[config.mk]
export PLATFORM = sky130hd
export DESIGN_NAME = seq_mult
export DESIGN_NICKNAME = d
export VERILOG_FILES = /design/src/rtl/seq_mult.sv
export SDC_FILE = /design/constraint.sdc
export NUM_CORES = 1
export LEC_CHECK = 0
export CAP_MARGIN = 20
export CELL_PAD_IN_SITES_DETAIL_PLACEMENT = 1
export CELL_PAD_IN_SITES_GLOBAL_PLACEMENT = 2
export CORE_MARGIN = 3
export CORE_UTILIZATION = 34
export CTS_CLUSTER_SIZE = 10
export DETAILED_ROUTE_END_ITERATION = 6
export GPL_TIMING_DRIVEN = 0
export PLACE_DENSITY = 0.83
export SKIP_CTS_REPAIR_TIMING = 1
export SKIP_LAST_GASP = 1
export SLEW_MARGIN = 20
export SYNTH_ARGS = -nofsm -noshare
export SYNTH_HDL_FRONTEND = slang
export SYNTH_SLANG_ARGS = --single-unit
[constraint.sdc]
create_clock -name clk -period 4.3 [get_ports clk]
set_clock_uncertainty 0.1 [all_clocks]
set_input_delay 0.86 -clock clk [delete_from_list [all_inputs] [get_ports clk]]
set_output_delay 0.86 -clock clk [all_outputs]
set_load 0.05 [all_outputs]
[src/rtl/seq_mult.sv]
// seq_mult: parametrised sequential shift-add multiplier with start/busy/done
// handshake and per-operation signed/unsigned mode. One partial product is
// accumulated per clock; the result is presented together with a one-cycle
// done pulse and held in p until the next result.
module seq_mult #(
    parameter int WIDTH = 6
) (
    input  logic               clk,
    input  logic               rst,
    input  logic               start,
    input  logic               signed_mode,
    input  logic [WIDTH-1:0]   a,
    input  logic [WIDTH-1:0]   b,
    output logic               busy,
    output logic               done,
    output logic [2*WIDTH-1:0] p
);

    localparam int PW = 2 * WIDTH;
    localparam int CW = $clog2(WIDTH);

    typedef enum logic [1:0] {
        IDLE = 2'd0,
        RUN  = 2'd1,
        DONE = 2'd2
    } state_t;

    // Magnitude of an operand; the signed minimum maps to 2^(WIDTH-1), which
    // still fits as an unsigned WIDTH-bit value.
    function automatic logic [WIDTH-1:0] magnitude(input logic [WIDTH-1:0] v,
                                                   input logic is_signed);
        logic [WIDTH-1:0] m;
        if (is_signed && v[WIDTH-1]) begin
            m = ~v + WIDTH'(1'b1);
        end else begin
            m = v;
        end
        return m;
    endfunction

    state_t          state_r;
    state_t          next_state_s;
    logic [WIDTH-1:0] mcand_r;
    logic [WIDTH-1:0] mplier_r;
    logic             neg_r;
    logic [PW-1:0]    acc_r;
    logic [CW-1:0]    cnt_r;
    logic             busy_r;
    logic             done_r;
    logic [PW-1:0]    p_r;

    logic             load_s;
    logic             step_s;
    logic             finish_s;
    logic [PW-1:0]    pp_s;
    logic [PW-1:0]    acc_sum_s;
    logic [PW-1:0]    result_s;

    // Next-state decode and datapath control strobes.
    always_comb begin
        next_state_s = state_r;
        load_s       = 1'b0;
        step_s       = 1'b0;
        finish_s     = 1'b0;
        case (state_r)
            IDLE: begin
                if (start) begin
                    next_state_s = RUN;
                    load_s       = 1'b1;
                end else begin
                    next_state_s = IDLE;
                end
            end
            RUN: begin
                step_s = 1'b1;
                if (cnt_r == CW'(WIDTH - 1)) begin
                    next_state_s = DONE;
                    finish_s     = 1'b1;
                end else begin
                    next_state_s = RUN;
                end
            end
            DONE: begin
                // A start here is accepted exactly as in IDLE (back-to-back).
                if (start) begin
                    next_state_s = RUN;
                    load_s       = 1'b1;
                end else begin
                    next_state_s = IDLE;
                end
            end
            default: begin
                next_state_s = IDLE;
            end
        endcase
    end

    // Partial product for the current multiplier bit and the final sign fix.
    // Negating zero yields zero, so no negative zero can appear.
    always_comb begin
        pp_s = {PW{1'b0}};
        if (mplier_r[cnt_r]) begin
            pp_s = {{WIDTH{1'b0}}, mcand_r} << cnt_r;
        end else begin
            pp_s = {PW{1'b0}};
        end
        acc_sum_s = acc_r + pp_s;
        if (neg_r) begin
            result_s = ~acc_sum_s + PW'(1'b1);
        end else begin
            result_s = acc_sum_s;
        end
    end

    // State, datapath and registered outputs; rst overrides everything.
    always_ff @(posedge clk) begin
        if (rst) begin
            state_r  <= IDLE;
            mcand_r  <= {WIDTH{1'b0}};
            mplier_r <= {WIDTH{1'b0}};
            neg_r    <= 1'b0;
            acc_r    <= {PW{1'b0}};
            cnt_r    <= {CW{1'b0}};
            busy_r   <= 1'b0;
            done_r   <= 1'b0;
            p_r      <= {PW{1'b0}};
        end else begin
            state_r <= next_state_s;
            busy_r  <= (next_state_s == RUN);
            done_r  <= (next_state_s == DONE);
            if (load_s) begin
                mcand_r  <= magnitude(a, signed_mode);
                mplier_r <= magnitude(b, signed_mode);
                neg_r    <= signed_mode & (a[WIDTH-1] ^ b[WIDTH-1]);
                acc_r    <= {PW{1'b0}};
                cnt_r    <= {CW{1'b0}};
            end else if (step_s) begin
                acc_r <= acc_sum_s;
                cnt_r <= cnt_r + CW'(1'b1);
            end
            if (finish_s) begin
                p_r <= result_s;
            end
        end
    end

    assign busy = busy_r;
    assign done = done_r;
    assign p    = p_r;

endmodule

Word level (Yosys, flattened, before mapping)
Index checks and enable logic that the tools add are counted.

$add $sub $neg: 5. Magnitude comparators: 1. Equal/unequal tests: 5. Shifts and indexed selects: 1. Multiplexer cells: 14. Bitwise logic cells: 5. Reductions and logical operators: 5.

Operators by type and width (number): $mux W12 (2); $add A12 B1 Y12 const B (1); $add A12 B12 Y12 (1); $add A6 B1 Y6 const B (2); $mux W6 (2); $not A12 Y12 (1); $not A6 Y6 (2); $shl A6 B3 Y12 (1); $mux W1 (7); $eq A2 B1 Y1 const B (2); $eq A2 B2 Y1 const B (2); $lt A3 B4 Y1 const B (1); $pmux W2 S2 (1); $reduce_or A2 Y1 (2); $add A3 B1 Y3 const B (1); $bmux W1 S3 (1); $eq A3 B3 Y1 const B (1); $logic_and A1 B1 Y1 (2); $logic_not A2 Y1 (1); $mux W2 (1); $and A1 B1 Y1 (1); $xor A1 B1 Y1 (1).

Bits in registers: 44. Input bits: 16. Output and inout bits: 14. Logic and storage cells: 45.

Depth between registers and ports, before layout
Depth in word-level cells: 7. Mapped depth: 16. Gate-level depth less buffers: 15.

Least setup slack after synthesis
Ideal clock, no wire load.

Path kind: reg-to-reg. From: register cnt_r[0]. To: register p_r[11] (netlist: p[11]). Library setup time: 0.079 ns. Arrival: 3.680 ns. Data required time: 4.121 ns. Slack: 0.441 ns. Stages on the path, launching flop included: 16. Path buffers: 2. Period minus slack after synthesis: 3.859 ns. Cell sequence: dfxtp_1 clkbuf_1 mux4_2 nand2_1 o31a_1 nor2_1 ha_1 buf_6 or3_1 a221oi_2 a31oi_1 a21oi_2 nand4bb_2 o41ai_2 xnor3_1 a211oi_2.

Longest elaborated chain between the ends: 7. Elaborated cells on any way between the ends: 11. Classes of those cells: add/sub: 2; eq/ne: 1; shift: 1; mux: 6; bitwise: 1.

RTL lines: from (decl) (RTL line 47) `logic [CW-1:0] cnt_r;`; from (signal assigned) (RTL line 123) `cnt_r <= {CW{1'b0}};`; from (signal assigned) (RTL line 136) `cnt_r <= {CW{1'b0}};`; from (signal assigned) (RTL line 139) `cnt_r <= cnt_r + CW'(1'b1);`; $bmux W1 S3 (RTL line 102) `if (mplier_r[cnt_r]) begin`; $mux W1 (implied by the code) (RTL line 102); $mux W12 (RTL line 102); $add A12 B12 Y12 (RTL line 107) `acc_sum_s = acc_r + pp_s;`; $not A12 Y12 (RTL line 109) `result_s = ~acc_sum_s + PW'(1'b1);`; $add A12 B1 Y12 (RTL line 109); $mux W12 (RTL line 108) `if (neg_r) begin`; to (signal assigned) (RTL line 126) `p_r <= {PW{1'b0}};`; to (signal assigned) (RTL line 142) `p_r <= result_s;`; to (decl) (RTL line 50) `logic [PW-1:0] p_r;`.

Parallel ways exist; a longest one is shown, timed or not. The select of a mux whose other input is x is not followed. A chain may end at the register's enable or synchronous reset.

Worst setup path after layout
Same ends and word-level chain as after synthesis.

==> results by group <==
Run status
  – Outcome: finished clean

Yosys
  – Synth warn: 0
  – Simple-Gate Fraction of Synth Area: approximately a fifth
  – Most common cell in the synthesized netlist: dfxtp_1
  – Synth Register Bits: 44
  – Post-synthesis mux area share: 4.58%
  – Synth area leader: dfxtp_1
  – Sequential cell area fraction in the yosys report: between 30% and 40%
  – Synth Area in Adders: ~8%
  – Post-Syn Nets: between 300 and 400
  – Xor/xnor cell area share of the yosys netlist: just under 9%
  – Netlist Area Pre-Place: 2810 sq um
  – Yosys cell types: 58
  – Syn avg cell area: roughly 8.4 sq um
  – Compound-Gate Fraction of Synth Area: between 20% and 30%
  – Top-area cell type share of the netlist area: ~31%
  – Top FF cell, synth: dfxtp_1
  – Largest family of logic cells by synthesized area: compound AO/OA/AOI/OAI gates
  – Post-synth EDFFs: 0
  – Cells after Synth: around 340
  – Synth top area cells: dfxtp_1 31%, ha_1 7.1%, nor2_1 5.6%
  – Commonest cells post-synth: 44 x dfxtp_1, 42 x nor2_1, 35 x nand2_1, 20 x a21oi_1, 16 x ha_1
  – Asr flop ratio synth: 0%

Worst setup path
  – Most common cell on crit path: buf_6
  – R2R depth: 15
  – Crit path cell chain: buf_6 > mux4_2 > nand2_2 > o31a_1 > nor2_1 > ha_1 > buf_6 > or3_1 > a221oi_2 > a31oi_1 > a21oi_2 > nand4bb_2 > o41ai_2 > xnor3_1 > a211oi_2
  – WP data arrival: between 4000 and 5000 ps
  – Slowest stage delay, CP: about 550 ps
  – Critical path startpoint category: flip-flop
  – Critical path class: reg -> reg
  – Critical Path Sink Type: flip-flop
  – Worst path required time: 4440 ps
  – Critical path depth: 15
  – Delay-heaviest family, CP: compound AO/OA/AOI/OAI gates
  – Critical-path top delay cell: mux4_2
  – CP Buf/Inv Count: 2
  – Crit-path max FO: 9

Detailed routing
  – Drt via density: 5.19
  – Antenna Nets Post-Route: 0
  – DR vias: roughly 2.5k
  – # DRC: 0
  – DRT iter0 DRCs: 89
  – Drt first pass iters: 4
  – WL/cell: 15.4 um
  – Final WL: a little over 7000 um

Worst hold path
  – WHS Path Cells: 2
  – Hold Crit Class: reg -> reg

STA
  – Fin crit share: roughly 95%
  – RSZ-0062 raised after global routing: false
  – Final Hold Vio Count: 0
  – Min Tclk post-route: slightly above 4000 ps
  – Final Slew Violations: 0
  – Slew @ Worst Pin: ~600 ps
  – Final setup margin: ~210 ps
  – Slew headroom: 60.0%
  – Worst hold slack: about 370 ps
  – Max Freq: between 200 and 250 MHz
  – Final setup viols: 0

Power
  – Leakage: 1.25 nW
  – Overall Power: 0.920 mW
  – Max VDD drop: about 130 uV
  – PD cells: 274 nW/um^2

Placement
  – Placed Cells incl. Taps: approximately 470
  – DP HPWL: roughly 5700 um
  – Buffers on Ports: 28
  – Pre-CTS WS: -83.4 ps
  – Routability cong.: roughly 0.83

Floorplanning
  – Site Rows: 32
  – CORE AREA: about 7900 sq um
  – Initial Utilization: a little over a third
  – Die extent in x: approximately 97 um
  – Die Y: a little under 100 um
  – Ports: 30
  – Die Area: approximately 9400 sq um

Cells and area
  – Fin util: 42.6%
  – Area growth syn-to-layout: 19.3%
  – Final net count: 402
  – Ant. Diodes: 0
  – Share of cells above drive strength 1: between 10% and 20%
  – Final Non-Filler Cells: about 470

GRT
  – Total gr overflow: 0
  – Vias in the first global route: around 2.5k
  – Initial antenna violation count: 0
  – Largest net degree at the start of global routing: 15
  – Gr usage total: approximately 16%
  – First-pass GRT wire length: around 12000 um

Clocking
  – TritonCTS sink count: 44
  – Worst-path clk slew: around 100 ps
  – CTS Buffer Depth: 2
  – CTS root buf: clkbuf_8
  – Inserted Clock Buffers: 5
  – Clock H-tree levels: 2
  – Clk Latency, worst-skew pair: 310 ps
  – CTS tree: built

Flow run
  – Max-Cap Viols: 0
-- worst reg2reg max path: cells and delay by family (launching register included) --
kind / cells / cell delay [ps]
AO/OA/AOI/OAI: 6 / 1380
AND/OR/NAND/NOR: 4 / 710
multiplexers: 1 / 550
flip-flops: 1 / 390
buffers and inverters: 2 / 300
XOR/XNOR: 1 / 300
adder cells (fa/ha/maj): 1 / 290
-- sequential cells by signal, summed over array words and instances, names as in the netlist --
register  flops
acc_r        12
p            12
mcand_r       6
mplier_r      6
cnt_r         3
state_r       2
busy          1
done          1
neg_r         1
-- where the power goes --
group          leakage, nW  internal (mW)  total (mW)  switching (mW)
clock               0.0614          0.190       0.349           0.159
combinational        0.831         0.0588       0.141          0.0822
sequential           0.358          0.420       0.429         0.00953
total                 1.25          0.669       0.920           0.251
-- layout by cell type, fill, tap and decap left out, types with 2 or more instances in the layout --
master and instances:
dfxtp_1 43, nor2_1 42, nand2_1 34, clkdlybuf4s50_1 28, a21oi_1 20, ha_1 16, inv_1 14, a211oi_1 14
xor2_1 13, o21ai_0 12, xnor2_1 11, a22o_1 10, nand3_1 9, clkbuf_8 9, clkbuf_1 9, mux2i_1 5
mux2_2 5, or3_1 5, nor3_1 5, a31oi_1 4, o31ai_1 4, clkbuf_2 3, nand2b_1 3, a21oi_2 3
nor2b_1 3, buf_6 2, nor4_1 2, and2_1 2, o211ai_1 2, nand3b_1 2, o21a_1 2, a32o_1 2
-- layout make-up --
| class | count | area (sq um) |
|---|---|---|
| buffer | 17 | 113 |
| inverter | 15 | 60.1 |
| timing repair buffer | 28 | 280 |
| multi-input combinational | 258 | 1770 |
| fill | 961 | 4530 |
| clock inverter | 2 | 38.8 |
| clock buffer | 6 | 82.6 |
| sequential | 44 | 882 |
| tap | 102 | 128 |
-- path summary, 6_finish.rpt --
path / start / to / slack, ps
setup reg to reg: cnt_r[0] / p[11] / 210
setup / recovery: cnt_r[0] / p[11] / 210
hold / removal: acc_r[6] / acc_r[6] / 370
hold reg to reg: acc_r[6] / acc_r[6] / 370
-- per-layer routing --
| layer | up-vias | track usage (%) | wire (um) |
|---|---|---|---|
| li1 | 1258 | - | - |
| met1 | 1157 | 21.5 | 3690 |
| met2 | 31 | 25.6 | 3270 |
| met3 | 6 | 3.10 | 211 |
| met4 | 0 | 4.32 | 86 |
| met5 | - | 0 | 0 |
-- cells by family (layout without fill, tap and decap cells) --
| kind of cell | after synthesis | in the layout |
|---|---|---|
| AOI/OAI and AO/OA | 86 | 86 |
| xor gates and xnor gates | 26 | 26 |
| adders and majority gates | 17 | 17 |
| buffers and inverters | 33 | 68 |
| DFF | 44 | 44 |
| muxes | 11 | 11 |
| and+or+nand+nor | 118 | 118 |
-- per-stage QoR --
step / setup TNS, ps / instance area, sq um
after floorplan: 0 / 2810
after global placement: -52.0 / 3220
after detailed placement: -83.4 / 3220
after CTS: -114 / 3340
after global routing: 0 / 3360
final: 0 / 3360
(Power assumes the default switching activity.)
